### src/rtl/comm_pkg.sv
// Shared definitions for the per-channel UART word transmitter.
package comm_pkg;

  typedef enum logic [2:0] {
    IDLE   = 3'd0,
    START  = 3'd1,
    DATA   = 3'd2,
    PARITY = 3'd3,
    STOP   = 3'd4
  } uart_state_t;

  localparam int unsigned WORDS_PER_PKT    = 20;
  localparam int unsigned RD_PERIOD        = 64;
  localparam int unsigned CLKS_PER_BIT_DEF = 4;

  // Counter width for a 0..n-1 range; never narrower than one bit.
  function automatic int unsigned cnt_w(input int unsigned n);
    return (n > 1) ? $clog2(n) : 1;
  endfunction

endpackage

### src/rtl/uart_baud_cnt.sv
// Per-bit cycle counter; o_tc marks the last cycle of the current serial bit.
module uart_baud_cnt
  import comm_pkg::*;
#(
  parameter int unsigned CLKS_PER_BIT = CLKS_PER_BIT_DEF
) (
  input  logic clk,
  input  logic rst,
  input  logic i_run,
  output logic o_tc
);

  localparam int unsigned CW = cnt_w(CLKS_PER_BIT);

  logic [CW-1:0] r_cnt;

  assign o_tc = i_run && (r_cnt == CW'(CLKS_PER_BIT - 1));

  always_ff @(posedge clk or negedge rst) begin
    if (!rst) begin
      r_cnt <= '0;
    end else if (!i_run || o_tc) begin
      r_cnt <= '0;
    end else begin
      r_cnt <= r_cnt + 1'b1;
    end
  end

endmodule

### src/rtl/uart_word_tx.sv
// Latches one RAM word per RD rising edge and sends it as an async serial frame;
// tracks the word index per packet and reports address errors and overruns.
module uart_word_tx
  import comm_pkg::*;
#(
  parameter int unsigned CLKS_PER_BIT = CLKS_PER_BIT_DEF,
  parameter int unsigned DATA_W       = 8,
  parameter int unsigned WORDS        = WORDS_PER_PKT,
  parameter int unsigned PARITY_EN    = 0,
  parameter int unsigned PARITY_ODD   = 0
) (
  input  logic              clk,
  input  logic              rst,
  input  logic              rd,
  input  logic [4:0]        rd_adr,
  input  logic [DATA_W-1:0] ram_q,
  output logic              tx,
  output logic              busy,
  output logic              frame_done,
  output logic              pkt_done,
  output logic              adr_err,
  output logic              overrun,
  input  logic              clr_err
);

  localparam int unsigned BW = cnt_w(DATA_W);

  uart_state_t       r_state;
  logic              r_rd_q;
  logic [DATA_W-1:0] r_shift;
  logic              r_par;
  logic [BW-1:0]     r_bit;
  logic [4:0]        r_idx;
  logic              r_last;
  logic              r_tx;
  logic              r_busy;
  logic              r_fd;
  logic              r_pd;
  logic              r_adr_err;
  logic              r_ovr;

  logic              w_start;
  logic              w_tc;
  logic [4:0]        w_base;
  logic              w_base_last;
  logic [4:0]        w_acc_next;
  logic [4:0]        w_drop_next;
  logic [DATA_W-1:0] w_shift_nx;

  uart_baud_cnt #(.CLKS_PER_BIT(CLKS_PER_BIT)) u_baud (
    .clk  (clk),
    .rst  (rst),
    .i_run(r_state != IDLE),
    .o_tc (w_tc)
  );

  assign w_start = rd & ~r_rd_q;

  always_comb begin
    w_base      = (rd_adr == '0) ? '0 : r_idx;
    w_base_last = (w_base == 5'(WORDS - 1));
    w_acc_next  = w_base_last ? '0 : w_base + 5'd1;
    w_drop_next = (r_idx == 5'(WORDS - 1)) ? '0 : r_idx + 5'd1;
    w_shift_nx  = r_shift >> 1;
  end

  // The index advances at accept rather than at stop; r_last remembers whether
  // the frame in flight ends the packet, so dropped words cannot fake pkt_done.
  always_ff @(posedge clk or negedge rst) begin
    if (!rst) begin
      r_state   <= IDLE;
      r_rd_q    <= 1'b0;
      r_shift   <= '0;
      r_par     <= 1'b0;
      r_bit     <= '0;
      r_idx     <= '0;
      r_last    <= 1'b0;
      r_tx      <= 1'b1;
      r_busy    <= 1'b0;
      r_fd      <= 1'b0;
      r_pd      <= 1'b0;
      r_adr_err <= 1'b0;
      r_ovr     <= 1'b0;
    end else begin
      r_rd_q <= rd;
      r_fd   <= 1'b0;
      r_pd   <= 1'b0;
      if (clr_err) begin
        r_adr_err <= 1'b0;
        r_ovr     <= 1'b0;
      end
      if (w_start && r_busy) begin
        r_ovr <= 1'b1;
        r_idx <= w_drop_next;
      end
      case (r_state)
        IDLE: begin
          if (w_start) begin
            r_shift <= ram_q;
            r_par   <= (^ram_q) ^ (PARITY_ODD != 0);
            if (rd_adr != r_idx) r_adr_err <= 1'b1;
            r_idx   <= w_acc_next;
            r_last  <= w_base_last;
            r_state <= START;
            r_tx    <= 1'b0;
            r_busy  <= 1'b1;
          end
        end
        START: begin
          if (w_tc) begin
            r_state <= DATA;
            r_tx    <= r_shift[0];
            r_bit   <= '0;
          end
        end
        DATA: begin
          if (w_tc) begin
            if (r_bit == BW'(DATA_W - 1)) begin
              if (PARITY_EN != 0) begin
                r_state <= PARITY;
                r_tx    <= r_par;
              end else begin
                r_state <= STOP;
                r_tx    <= 1'b1;
              end
            end else begin
              r_shift <= w_shift_nx;
              r_tx    <= w_shift_nx[0];
              r_bit   <= r_bit + 1'b1;
            end
          end
        end
        PARITY: begin
          if (w_tc) begin
            r_state <= STOP;
            r_tx    <= 1'b1;
          end
        end
        STOP: begin
          if (w_tc) begin
            r_state <= IDLE;
            r_busy  <= 1'b0;
            r_fd    <= 1'b1;
            r_pd    <= r_last;
          end
        end
        default: begin
          r_state <= IDLE;
          r_tx    <= 1'b1;
          r_busy  <= 1'b0;
        end
      endcase
    end
  end

  assign tx         = r_tx;
  assign busy       = r_busy;
  assign frame_done = r_fd;
  assign pkt_done   = r_pd;
  assign adr_err    = r_adr_err;
  assign overrun    = r_ovr;

endmodule

### config.mk
export PLATFORM = sky130hd
export DESIGN_NAME = uart_word_tx
export DESIGN_NICKNAME = d
export VERILOG_FILES = /design/src/rtl/comm_pkg.sv /design/src/rtl/uart_baud_cnt.sv /design/src/rtl/uart_word_tx.sv
export SDC_FILE = /design/constraint.sdc
export NUM_CORES = 1
export LEC_CHECK = 0
export BUFFER_PORTS_ARGS = -buffer_cell sky130_fd_sc_hd__buf_2
export CORE_ASPECT_RATIO = 1.4
export CORE_UTILIZATION = 37
export CTS_BUF_LIST = sky130_fd_sc_hd__clkbuf_2 sky130_fd_sc_hd__clkbuf_4 sky130_fd_sc_hd__clkbuf_8
export CTS_CLUSTER_DIAMETER = 40
export CTS_CLUSTER_SIZE = 28
export DETAILED_ROUTE_END_ITERATION = 10
export GPL_TIMING_DRIVEN = 0
export SLEW_MARGIN = 10
export SYNTH_ARGS = -nofsm -noshare
export SYNTH_HDL_FRONTEND = slang
export SYNTH_SLANG_ARGS = --single-unit
### constraint.sdc
create_clock -name clk -period 2.3 [get_ports clk]
set_clock_uncertainty 0.05 [all_clocks]
set_input_delay 0.23 -clock clk [delete_from_list [all_inputs] [get_ports clk]]
set_output_delay 0.23 -clock clk [all_outputs]
set_load 0.02 [all_outputs]
== After elaboration in Yosys (flattened, before gate mapping) ==
Index checks and enable logic that the tools add are counted.
Widths: inputs -> output; s select.

* Register bits after elaboration: 29
* Output and inout bits: 6
* Word-level logic and storage cells: 94

* Add/sub/neg operators: 4
* Equal/unequal tests: 16
* Muxes and demuxes: 40
* Bitwise operators: 4
* Reductions and logical operators: 17

{| class="wikitable"
|+ Operators by type and width
! cell !! count
|-
| $mux 5 || 6
|-
| $mux 3 || 8
|-
| $mux 8 || 3
|-
| $mux 1 || 17
|-
| $pmux 8 s2 || 1
|-
| $pmux 3 s5 || 1
|-
| $add 5x1->5 const B || 2
|-
| $eq 5x5->1 const B || 2
|-
| $ne 2x1->1 const B || 4
|-
| $reduce_and 4->1 || 2
|-
| $eq 3x2->1 const B || 2
|-
| $eq 3x3->1 const B || 2
|-
| $ne 2x2->1 const B || 3
|-
| $pmux 3 s2 || 1
|-
| $reduce_and 6->1 || 1
|-
| $reduce_bool 2->1 || 3
|-
| $logic_not 5->1 || 1
|-
| $ne 5x5->1 || 1
|-
| $pmux 1 s5 || 1
|-
| $reduce_and 5->1 || 1
|-
| $add 3x1->3 const B || 1
|-
| $eq 3x1->1 const B || 1
|-
| $logic_not 3->1 || 1
|-
| $not 1->1 || 3
|-
| 12 further kinds || 13
|}

== Longest topological paths before layout ==
* Depth after elaboration: 6
* Gate-level depth with buffers: 8
* Depth with buffers taken out: 8

== Cells and area by module ==
From an unflattened synthesis, not the netlist that was laid out.

* Cells, all modules: 176
* Area, all modules: 1652.8 um^2

{| class="wikitable"
|+ Modules (own cells, without submodules)
! module !! instances !! cells each !! area each (um^2) !! sequential area each (um^2)
|-
| uart_word_tx || 1 || 170 || 1561.5 || 676.9
|-
| uart_baud_cnt || 1 || 6 || 91.3 || 50.0
|}

== Least setup slack after synthesis ==
No wires, ideal clock.

* Path kind: input to register
* Start point: input port rd_adr[1]
* End point: register r_idx[4]
* Library setup time: 0.124 ns
* Arrival: 1.736 ns
* Required time: 2.126 ns
* Setup slack: 0.391 ns
* Stages: 8
* Cells stage by stage: or4_1 nor2_1 nor2_1 ha_1 and3b_1 o21ai_0 a21oi_1 a2bb2oi_1

* Longest elaborated chain between the ends: 6
* Elaborated cells on any way between the ends: 7
* Classes of those cells: add/sub: 1; eq/ne: 1; mux: 4; reduce/logical: 1

{| class="wikitable"
|+ RTL lines
! what !! line !! text
|-
| start, declared || uart_word_tx.sv:15 || <nowiki>input logic [4:0] rd_adr,</nowiki>
|-
| $logic_not 5->1 * || uart_word_tx.sv:60 || <nowiki>w_base = (rd_adr == '0) ? '0 : r_idx;</nowiki>
|-
| $mux 5 * || uart_word_tx.sv:60 ||
|-
| $add 5x1->5 / $eq 5x5->1 (equally long branches) || uart_word_tx.sv:62, uart_word_tx.sv:61 ||
|-
| $mux 5 * || uart_word_tx.sv:62 || <nowiki>w_acc_next = w_base_last ? '0 : w_base + 5'd1;</nowiki>
|-
| $mux 5 * || uart_word_tx.sv:98 || <nowiki>if (w_start) begin</nowiki>
|-
| $mux 5 * || uart_word_tx.sv:96 || <nowiki>case (r_state)</nowiki>
|-
| end signal, assigned || uart_word_tx.sv:94 || <nowiki>r_idx <= w_drop_next;</nowiki>
|-
| end signal, assigned || uart_word_tx.sv:102 || <nowiki>r_idx <= w_acc_next;</nowiki>
|-
| end, declared || uart_word_tx.sv:33 || <nowiki>logic [4:0] r_idx;</nowiki>
|}

Mark *: on every way between the ends. The rest lies on a longest branch, timed or not.
A chain may end at the register's enable or synchronous reset.

== Final worst setup path ==
* Start point: register r_state[2]
* End point: register r_shift[1]

* Longest elaborated chain between the ends: 4
* Elaborated cells on any way between the ends: 10
* Classes of those cells: eq/ne: 4; mux: 1; reduce/logical: 5

{| class="wikitable"
|+ RTL lines
! what !! line !! text
|-
| start, declared || uart_word_tx.sv:28 || <nowiki>uart_state_t r_state;</nowiki>
|-
| start signal, assigned || uart_word_tx.sv:71 || <nowiki>r_state <= IDLE;</nowiki>
|-
| start signal, assigned || uart_word_tx.sv:104 || <nowiki>r_state <= START;</nowiki>
|-
| start signal, assigned || uart_word_tx.sv:111 || <nowiki>r_state <= DATA;</nowiki>
|-
| $reduce_bool 3->1 || uart_word_tx.sv:53 || <nowiki>.i_run(r_state != IDLE),</nowiki>
|-
| $logic_and 1x1->1 || uart_baud_cnt.sv:17 || <nowiki>assign o_tc = i_run && (r_cnt == CW'(CLKS_PER_BIT - 1));</nowiki>
|-
| $ne 2x1->1 (no source line) || - ||
|-
| $reduce_and 4->1 (no source line) || - ||
|-
| end signal, assigned || uart_word_tx.sv:99 || <nowiki>r_shift <= ram_q;</nowiki>
|-
| end signal, assigned || uart_word_tx.sv:127 || <nowiki>r_shift <= w_shift_nx;</nowiki>
|-
| end, declared || uart_word_tx.sv:30 || <nowiki>logic [DATA_W-1:0] r_shift;</nowiki>
|}

Several ways; a longest one is shown, not always the timed one.

==> flow_summary.json <==
{
  "max_slew_margin": 0.571,
  "path_class": "register to register",
  "ir_worst_vdd_uv": 473,
  "synth_compound_area_frac": 0.147,
  "pwr-share-seq": 0.338,
  "io_buffers": 22,
  "setup_viol": 0,
  "grt_pass1_vias": 1334,
  "crit_path_start_kind": "register",
  "cts-buffers-inserted": 5,
  "post_cts_resized": 0,
  "fp.dieW_um": 58.2,
  "synth_cell_types": 47,
  "crit_path_max_incr_delay_ps": 460,
  "drc": 0,
  "clockRootBuffer": "clkbuf_8",
  "synth_edf_count": 0,
  "initial_core_util": 0.386,
  "routed_wl_mm": 3.29,
  "post-place-cells": 251,
  "drt_first_pass_iters": 4,
  "synth_top_family_by_area": "simple AND/OR/NAND/NOR gates",
  "yosysSeqAreaShare": 0.445,
  "arrival_ps": 2210,
  "period_minus_slack_ps": 2100,
  "die-area_sq_mm": 0.00469,
  "synth-simple-area-share": 0.223,
  "clk_pin_slew_ps": 70,
  "crit_slowest_cell": "nor3_2",
  "maxCapViolCount": 0,
  "yosys_warnings": 0,
  "final_nets": 221,
  "power_leakage_nw": 0.907,
  "hold_class": "input pin to register",
  "final_cells": 260,
  "path_cells": "buf_6, nor3_2, and2_1, buf_4, o22a_1, buf_6, mux2_4",
  "p_sw_mw": 0.842,
  "synth_xor_area_frac": 0.0268,
  "diodes": 0,
  "grt_pass1_wl_mm": 5.96,
  "crit_path_start": "r_state[2]",
  "power.density_mw_per_mm2": 1240,
  "synth_nets": 191,
  "swShare": 0.347,
  "required_ps": 2410,
  "max_clock_freq_mhz": 476,
  "synthAdderAreaFrac": 0.0383,
  "status": "finished clean",
  "wire_per_inst_um": 12.6,
  "cts_tree": "built",
  "combPwrFrac": 0.405,
  "io_pins": 23,
  "grt_antenna_before_repair": 0,
  "p_int_mw": 1.58,
  "async_flop_share": 1.00,
  "dr.first_iter.drc_count": 41,
  "vias": 1316,
  "critical_path.endpoint": "r_shift[1]",
  "ff2ff_path_depth": 7,
  "route.antenna.remaining_nets": 0,
  "synth-seq-cells": 29,
  "cp_max_fo": 10,
  "netlist_area_sq_mm": 0.00164,
  "crit_path_end_kind": "register",
  "core.rowCount": 28,
  "ff2ff_setup_slack_ps": 200,
  "timing.rr.end": "r_shift[1]",
  "htree_levels": 2,
  "hold_violations": 0,
  "final_cell_mix": "dfrtp_1, nand2_1, buf_2, o21ai_0, nor3_1",
  "maxSlewViolCount": 0,
  "grt_remaining_overflow": 0,
  "path_common_cell": "buf_6",
  "tightest_slew_ps": 644,
  "final_common_cell": "dfrtp_1",
  "clk_latency_ps": 280,
  "grt_max_degree": 30,
  "syn_to_final_growth_pct": 20.1,
  "layout-drive-gt1-share": 0.220,
  "power_mw": 2.43,
  "place_hpwl_mm": 2.32,
  "track_usage": 0.170,
  "rsz0062_at_grt": "false",
  "fp.dieH_um": 80.7,
  "rr_startpoint": "r_state[2]",
  "cts_sinks": 29,
  "synth_mux_area_frac": 0.0673,
  "n_fill_cell": 431,
  "core_area_sq_mm": 0.00424,
  "globalplace.congestion": 0.813,
  "min_period_over_period": 0.913,
  "setup_tns_ps": 0,
  "pwr-share-clk": 0.257,
  "avgSynthCellArea_sq_um": 9.68,
  "netlist_instances": 169,
  "clockBufferDepth": 2,
  "via_per_inst": 5.06,
  "yosys_most_used_dff": "dfrtp_1"
}
-- synthesized netlist by cell type, drive strengths merged, types with 2 or more instances --
master   n  area [sq um]
a211oi   2          15.0
a21oi    3          15.0
and2     2          12.5
and3     2          12.5
buf      6          48.8
clkbuf   4          15.0
dfrtp   28           701
ha       5          62.6
inv      6          22.5
mux2     6          90.1
mux2i    2          20.0
nand2   25          93.8
nand2b   2          12.5
nand3    3          15.0
nor2     8          30.0
nor2b    7          43.8
nor3    11          60.1
nor3b    5          42.5
o211ai   2          15.0
o21ai   14          70.1
xnor2    3          26.3
xor2     2          17.5
-- what timing repair did --
| action | CTS | global route |
|---|---|---|
| hold buffers | 1 | 0 |
| setup endpoints to repair | 0 | 0 |
| hold endpoints to repair | 28 | 0 |
| buffers inserted | 0 | 0 |
-- registers in the layout, summed over array words and instances (netlist names) --
register,count
r_last,1
adr_err,1
u_baud.r_cnt,2
r_bit,3
busy,1
tx,1
r_rd_q,1
frame_done,1
overrun,1
r_shift,8
pkt_done,1
r_idx,5
r_state,3
-- critical path: cells and delay by family, from the launching register on --
kind / cells / cell delay (ps)
compound gates: 1 / 140
flops: 1 / 370
buf+inv: 3 / 450
mux: 1 / 300
simple gates: 2 / 670
-- layout make-up --
| cell class | instances | area, sq um | area share |
|---|---|---|---|
| Buffer | 10 | 63.8 | 0.0325 |
| Tap cell | 60 | 75.1 | 0.0382 |
| Clock buffer | 5 | 68.8 | 0.0350 |
| Timing Repair Buffer | 23 | 120 | 0.0611 |
| Multi-Input combinational cell | 124 | 822 | 0.418 |
| Clock inverter | 3 | 65.1 | 0.0331 |
| Sequential cell | 29 | 727 | 0.370 |
| Inverter | 6 | 22.5 | 0.0115 |
-- power groups by stage --
stage | clock network [mW] | logic (mW) | registers, mW
floorplan | 0 | 0.763 | 0.818
global placement | 0 | 0.979 | 0.829
detailed placement | 0 | 0.987 | 0.830
CTS | 0.639 | 0.998 | 0.823
global route | 0.666 | 1.13 | 0.849
finish | 0.623 | 0.983 | 0.820
-- routing by layer --
| metal | vias up | routed length (um) | GRT usage |
|---|---|---|---|
| met5 | - | 0 | 0 |
| met4 | 0 | 59 | 0.0786 |
| met1 | 630 | 1430 | 0.196 |
| met3 | 7 | 86 | 0.0403 |
| li1 | 655 | - | - |
| met2 | 24 | 1710 | 0.292 |
-- per-stage QoR --
step                 util  setup slack (ps)  hold slack (ps)  area (sq um)
floorplan               -               391             -116          1640
global placement    0.429              57.1              253          1820
detailed placement  0.429              75.3              246          1820
CTS                 0.463               194             24.2          1960
global route        0.463              22.2             21.1          1960
finish              0.463               200             31.1          1960
-- worst min-delay path by stage --
stage / startpoint / end / slack [ps] / cells after the start
global placement: rst / r_shift[4] / 250 / 1
finish: rd / r_rd_q / 30 / 1
CTS: rd / r_rd_q / 20 / 1
global route: rd / r_rd_q / 20 / 1
detailed placement: rst / r_shift[4] / 250 / 1
floorplan: rst / adr_err / -120 / 0
-- logic make-up after synthesis --
| logic type | Yosys count |
|---|---|
| AO/OA/AOI/OAI | 36 |
| XOR/XNOR | 5 |
| adder cells (fa/ha/maj) | 5 |
| buffers and inverters | 16 |
| flip-flops | 29 |
| multiplexers | 8 |
| AND/OR/NAND/NOR | 70 |
Power figures use the tool's default switching activity.
